## config.mk

```make
export PLATFORM = sky130hd
export DESIGN_NAME = conv_array_ctrl
export DESIGN_NICKNAME = d
export VERILOG_FILES = /design/src/rtl/conv_array_ctrl.sv
export SDC_FILE = /design/constraint.sdc
export NUM_CORES = 1
export LEC_CHECK = 0
export ABC_AREA = 1
export BUFFER_PORTS_ARGS = -buffer_cell sky130_fd_sc_hd__buf_4
export CORE_AREA = 2 2 68 70
export CTS_BUF_LIST = sky130_fd_sc_hd__clkbuf_4 sky130_fd_sc_hd__clkbuf_8
export CTS_CLUSTER_DIAMETER = 50
export CTS_CLUSTER_SIZE = 10
export DETAILED_ROUTE_END_ITERATION = 6
export DIE_AREA = 0 0 70 72
export PLACE_DENSITY_LB_ADDON = 0.15
export SYNTH_ARGS = -nofsm -noshare
export SYNTH_HDL_FRONTEND = slang
export SYNTH_SLANG_ARGS = --single-unit
```

## constraint.sdc

```tcl
create_clock -name clk -period 2.9 [get_ports clk]
set_clock_uncertainty 0.15 [all_clocks]
set_input_delay 0.145 -clock clk [delete_from_list [all_inputs] [get_ports clk]]
set_output_delay 0.145 -clock clk [all_outputs]
set_load 0.005 [all_outputs]
```

## src/rtl/conv_array_ctrl.sv

```systemverilog
// Stage sequencer for the 6-wide convolution kernel array: stage codes, weight/line addresses
// and result-row tracking. Define CONV_CTRL_PERF_CNT_EN to build the busy-cycle counter.
module conv_array_ctrl #(
    parameter int unsigned KERNEL_SIZE  = 3,
    parameter int unsigned IMAGE_SIZE   = 8,
    parameter int unsigned PIPE_LATENCY = 4,
    parameter int unsigned WADDR_W      = 4,
    parameter int unsigned LADDR_W      = 4
) (
    input  logic               clk,
    input  logic               rst,
    input  logic               i_start,
    input  logic               i_abort,
    output logic [2:0]         current_state,
    output logic [WADDR_W-1:0] o_weight_addr,
    output logic               o_line_rd,
    output logic [LADDR_W-1:0] o_line_addr,
    output logic [LADDR_W-1:0] o_out_row,
    output logic               o_result_valid,
    output logic [LADDR_W-1:0] o_result_row,
    output logic               o_busy,
    output logic               o_done,
    output logic [31:0]        o_cycle_cnt
);

    localparam int unsigned OUT_ROWS = IMAGE_SIZE - KERNEL_SIZE + 1;
    localparam logic [WADDR_W-1:0] COL_LAST = WADDR_W'(KERNEL_SIZE - 1);
    localparam logic [LADDR_W-1:0] ROW_LAST = LADDR_W'(OUT_ROWS - 1);

    typedef enum logic [2:0] {
        StInit    = 3'd0,
        StPreload = 3'd1,
        StRow0    = 3'd2,
        StRow1    = 3'd3,
        StRow2    = 3'd4,
        StBias    = 3'd5,
        StLoad    = 3'd6,
        StIdle    = 3'd7
    } state_e;

    state_e                  state_q, state_d;
    logic [WADDR_W-1:0]      col_q, col_d;
    logic [LADDR_W-1:0]      row_q, row_d;
    logic [PIPE_LATENCY-1:0] pipe_vld_q;
    logic [LADDR_W-1:0]      pipe_row_q [PIPE_LATENCY];
    logic                    push;
    logic                    busy;
    logic                    start_go;
    logic                    col_last;

    assign col_last = (col_q == COL_LAST);
    assign busy     = (state_q != StIdle) || (|pipe_vld_q);
    assign start_go = (state_q == StIdle) && i_start && !busy && !i_abort;

    always_ff @(posedge clk or posedge rst) begin
        if (rst) begin
            state_q <= StIdle;
            col_q   <= '0;
            row_q   <= '0;
        end else begin
            state_q <= state_d;
            col_q   <= col_d;
            row_q   <= row_d;
        end
    end

    always_comb begin
        state_d = state_q;
        col_d   = col_q;
        row_d   = row_q;
        push    = 1'b0;
        case (state_q)
            StIdle: begin
                if (start_go) begin
                    state_d = StInit;
                    col_d   = '0;
                    row_d   = '0;
                end
            end
            StInit: begin
                state_d = StPreload;
                col_d   = '0;
                row_d   = '0;
            end
            StPreload, StRow0, StRow1, StRow2: begin
                if (col_last) begin
                    col_d = '0;
                    // Stage codes are consecutive from PRELOAD through BIAS
                    state_d = state_e'(state_q + 3'd1);
                end else begin
                    col_d = col_q + WADDR_W'(1);
                end
            end
            StBias: begin
                push    = 1'b1;
                state_d = (row_q < ROW_LAST) ? StLoad : StIdle;
            end
            StLoad: begin
                row_d   = row_q + LADDR_W'(1);
                state_d = StRow0;
            end
            default: state_d = StIdle;
        endcase
        if (i_abort) begin
            state_d = StIdle;
            col_d   = '0;
            row_d   = '0;
            push    = 1'b0;
        end
    end

    // Drain pipe mirrors the array latency from BIAS to a valid pixel bus
    always_ff @(posedge clk or posedge rst) begin
        if (rst) begin
            pipe_vld_q <= '0;
            for (int unsigned i = 0; i < PIPE_LATENCY; i++) begin
                pipe_row_q[i] <= '0;
            end
        end else if (i_abort) begin
            pipe_vld_q <= '0;
        end else begin
            pipe_vld_q[0] <= push;
            pipe_row_q[0] <= row_q;
            for (int unsigned i = 1; i < PIPE_LATENCY; i++) begin
                pipe_vld_q[i] <= pipe_vld_q[i-1];
                pipe_row_q[i] <= pipe_row_q[i-1];
            end
        end
    end

    always_comb begin
        current_state = state_q;
        o_weight_addr = '0;
        o_line_rd     = 1'b0;
        o_line_addr   = '0;
        case (state_q)
            StPreload: begin
                o_line_rd   = 1'b1;
                o_line_addr = LADDR_W'(col_q);
            end
            StRow0:  o_weight_addr = col_q;
            StRow1:  o_weight_addr = WADDR_W'(KERNEL_SIZE) + col_q;
            StRow2:  o_weight_addr = WADDR_W'(2 * KERNEL_SIZE) + col_q;
            StBias:  o_weight_addr = WADDR_W'(KERNEL_SIZE * KERNEL_SIZE);
            StLoad: begin
                o_line_rd   = 1'b1;
                o_line_addr = row_q + LADDR_W'(KERNEL_SIZE);
            end
            default: ;
        endcase
    end

    assign o_out_row      = row_q;
    assign o_result_valid = pipe_vld_q[PIPE_LATENCY-1];
    assign o_result_row   = pipe_vld_q[PIPE_LATENCY-1] ? pipe_row_q[PIPE_LATENCY-1] : '0;
    assign o_done         = pipe_vld_q[PIPE_LATENCY-1] && (pipe_row_q[PIPE_LATENCY-1] == ROW_LAST);
    assign o_busy         = busy;

`ifdef CONV_CTRL_PERF_CNT_EN
    logic [31:0] cyc_q;

    always_ff @(posedge clk or posedge rst) begin
        if (rst) begin
            cyc_q <= '0;
        end else if (start_go) begin
            cyc_q <= '0;
        end else if (busy && (cyc_q != '1)) begin
            cyc_q <= cyc_q + 32'd1;
        end
    end

    assign o_cycle_cnt = cyc_q;
`else
    assign o_cycle_cnt = '0;
`endif

endmodule
```

==> key figures <==
Floorplanning
  • DIE WIDTH: 70 µm
  • Die area: 0.00504 mm²
  • CORE AREA: 0.00426 mm²
  • Num ports: 59
  • Die Ht: 72 µm
  • Initial Util: 49.4%
  • Core Rows: 24

Yosys
  • XOR/XNOR Fraction of Synth Area: 2.08%
  • Top-count cell post-synth: nand2_1
  • Synth top cells by count: nand2_1 (83), buf_4 (33), dfrtp_1 (28)
  • Synth Area in Simple Gates: 26.1%
  • Cell taking the most area after synthesis: dfrtp_1
  • Post-synthesis mux area share: 0%
  • Distinct cells, synth: 32
  • Top cell type's share of synthesized area: 33.3%
  • Post-synthesis sequential area ratio: 37.0%
  • Yosys reg bits: 31
  • Cell count after synthesis: 273
  • Combinational family with the most area after synthesis: simple AND/OR/NAND/NOR gates
  • Compound-Gate Fraction of Synth Area: 7.54%
  • Post-synth EDFFs: 0
  • Mean Syn Cell Area: 7.72 µm²
  • Ys flop type: dfrtp_1
  • Async SR Flop Fraction: 100%
  • Synth Warn #: 0
  • Mapped Area: 0.00211 mm²
  • Post-synthesis adder-cell area fraction: 8.91%
  • Largest cells by area after synthesis: dfrtp_1 (33%), nand2_1 (15%), buf_4 (12%), ha_1 (8.9%), inv_1 (4.8%)

Route
  • Initial drt markers: 99
  • Final ANT Viol Nets: 0
  • Met1 Routed Length: 1850 µm
  • Total number of vias: 1608
  • Met3 WL: 189 µm
  • Vias per cell: 4.57
  • Max layer used: met4
  • Post-DR wirelength/cell: 10.8 µm
  • Metal2 WL: 1690 µm
  • # DRC: 0
  • Aggregate routed wire length: 3800 µm
  • DRT Pass-1 Iters: 4

Global route
  • Pin count of the biggest net entering global routing: 32
  • Grt ovf: 0
  • Vias in the first global route: 1500
  • GRT Util Overall: 16.2%
  • First-pass GRT wire length: 6510 µm
  • Initial antenna violation count: 0

Setup path
  • CP peak stage delay: 0.57 ns
  • Crit path DAT: 1.80 ns
  • CP Cell Sequence: ha_1 -> nand2_1 -> inv_1 -> nand2_1 -> o22ai_1 -> buf_4
  • Top delay family on crit path: flip-flops
  • CP most frequent cell: nand2_1
  • WP data required: 2.61 ns
  • Critical path's slowest cell: dfstp_2
  • Crit Path Class: flip-flop to primary output
  • Crit Path Max Fanout: 6
  • WP buf/inv: 2
  • Worst Setup Start Kind: flip-flop
  • Crit. End Element: primary output

Clock tree
  • Hold-fix buffers, CTS: 1
  • Clk_lat worst skew: 0.28 ns
  • Postcts setup bufs: 0
  • Clock-pin transition on the worst setup and hold timing paths: 0.06 ns
  • Clk buf depth: 2
  • Root buffer cell: clkbuf_8
  • Post_cts resized: 0
  • CTS tree: done
  • H-tree lvl count: 2
  • Clk sinks: 31
  • Num CTS Buffers: 5

Layout
  • Antenna Cells: 0
  • Area of the multi-input gates: 0.00106 mm²
  • FILL cells: 419
  • Nets: 319
  • Layout area overhead: 9.86%
  • Post-layout util: 54.3%
  • Final Cell Area: 0.00231 mm²
  • Fraction of layout cells with a size suffix above 1: 16.7%
  • FF+latch area: 779 µm²

Timing
  • Setup TNS: 0 ns
  • Max frequency: 0.477 GHz
  • RSZ-0062 raised after global routing: no
  • Crit share post-route: 72.3%
  • Final hold violation count: 0
  • Worst-Margin Slew: 0.607 ns
  • Hold slack: 0.0890 ns
  • Period minus WS final: 2.10 ns
  • Max-slew headroom: 59.5%
  • Finish-stage setup viols: 0
  • Slew Viols, Final: 0

Pwr
  • Lkg Pwr: 0.00132 µW
  • Tot Pwr: 1710 µW
  • Maximum VDD drop: 375 µV
  • PD cells: 737 mW/mm²

Run status
  • Outcome: finished, final reports clean

Min path
  • Hold Path Class: input pin to flip-flop

Placement
  • Final GP Congestion: 0.812
  • DPL Wire Length: 2850 µm
  • # port buffers: 26
  • Post-DP Area: 0.00222 mm²

Flow run
  • Max Cap Viol: 0
[metrics by stage]
step	setup WS (ns)	cells
6_report	0.804	352
5_1_grt	0.637	352
4_1_cts	0.783	352
3_5_place_dp	1.04	344
3_3_place_gp	1.04	344
2_1_floorplan	1.20	304
[worst paths after layout]
kind | start | endpoint | slack, ns | depth (start not counted)
max | current_state[1] | o_line_addr[2] | 0.80 | 6
min in group asynchronous | rst | pipe_vld_q[0] | 0.36 | 4
min | i_abort | pipe_vld_q[1] | 0.09 | 2
max in group asynchronous | rst | current_state[0] | 1.92 | 4
min reg2reg | pipe_row_q[6] | pipe_row_q[2] | 0.32 | 2
max reg2reg | current_state[1] | o_out_row[0] | 1.03 | 7
[sequential cells by signal (all words and copies together), names as in the netlist]
| signal | cells |
|---|---|
| current_state | 3 |
| o_out_row | 4 |
| pipe_row_q | 16 |
| pipe_vld_q | 4 |
| col_q | 4 |
[where the power goes]
part	leakage (µW)	internal (µW)	total [µW]	switching, µW
clock network	0.0000470	186	331	146
registers	0.000420	513	593	80.3
logic	0.000854	324	781	457
total	0.00132	1020	1710	684
[kinds of logic (layout without fill, tap and decap cells)]
| group | Yosys count | count (layout) |
|---|---|---|
| other | 1 | 32 |
| buffers and inverters | 68 | 64 |
| AOI/OAI and AO/OA | 25 | 25 |
| DFF | 31 | 31 |
| xor gates and xnor gates | 5 | 5 |
| adders and majority gates | 15 | 15 |
| and+or+nand+nor | 128 | 128 |
[metal layers]
metal	up-vias	track usage, %
met5	-	0
met3	5	2.92
li1	837	-
met2	50	27.0
met4	0	7.05
met1	716	20.9
[area by class of cell]
class	count	area share, %
multi-input cells	205	45.8
inverters	29	4.76
repair buffers	28	9.19
clock buffers	6	3.57
clock inverters	1	0.216
well taps	52	2.81
flip-flops and latches	31	33.7
[placed cells by master (no fill, tap or decap)]
cell type / instances
o221ai_1: 2
clkbuf_8: 6
a21oi_2: 1
a21o_1: 1
a21oi_1: 2
conb_1: 32
buf_4: 27
or2_2: 1
o22ai_1: 3
nand3_1: 16
dfrtp_1: 28
xor2_1: 4
ha_1: 15
o21ai_1: 2
nor2_1: 18
nand2_4: 3
clkinv_2: 2
a21boi_0: 1
xnor2_1: 1
inv_1: 27
nand4_1: 1
nand4_2: 1
dfstp_2: 3
nand2_2: 4
inv_2: 1
dlygate4sd3_1: 1
nor4_1: 1
nand2_1: 83
o21ai_0: 11
o211ai_1: 1
o21ai_4: 1
[worst register-to-register path, cell delays in order, from the launching register on]
cell and delay (ns):
dfstp_2 0.57, ha_1 0.20, ha_1 0.24, nand4_1 0.13, nand2_2 0.20, nand2_4 0.11, nand2_1 0.07, o21ai_0 0.08
(Power assumes the default switching activity.)
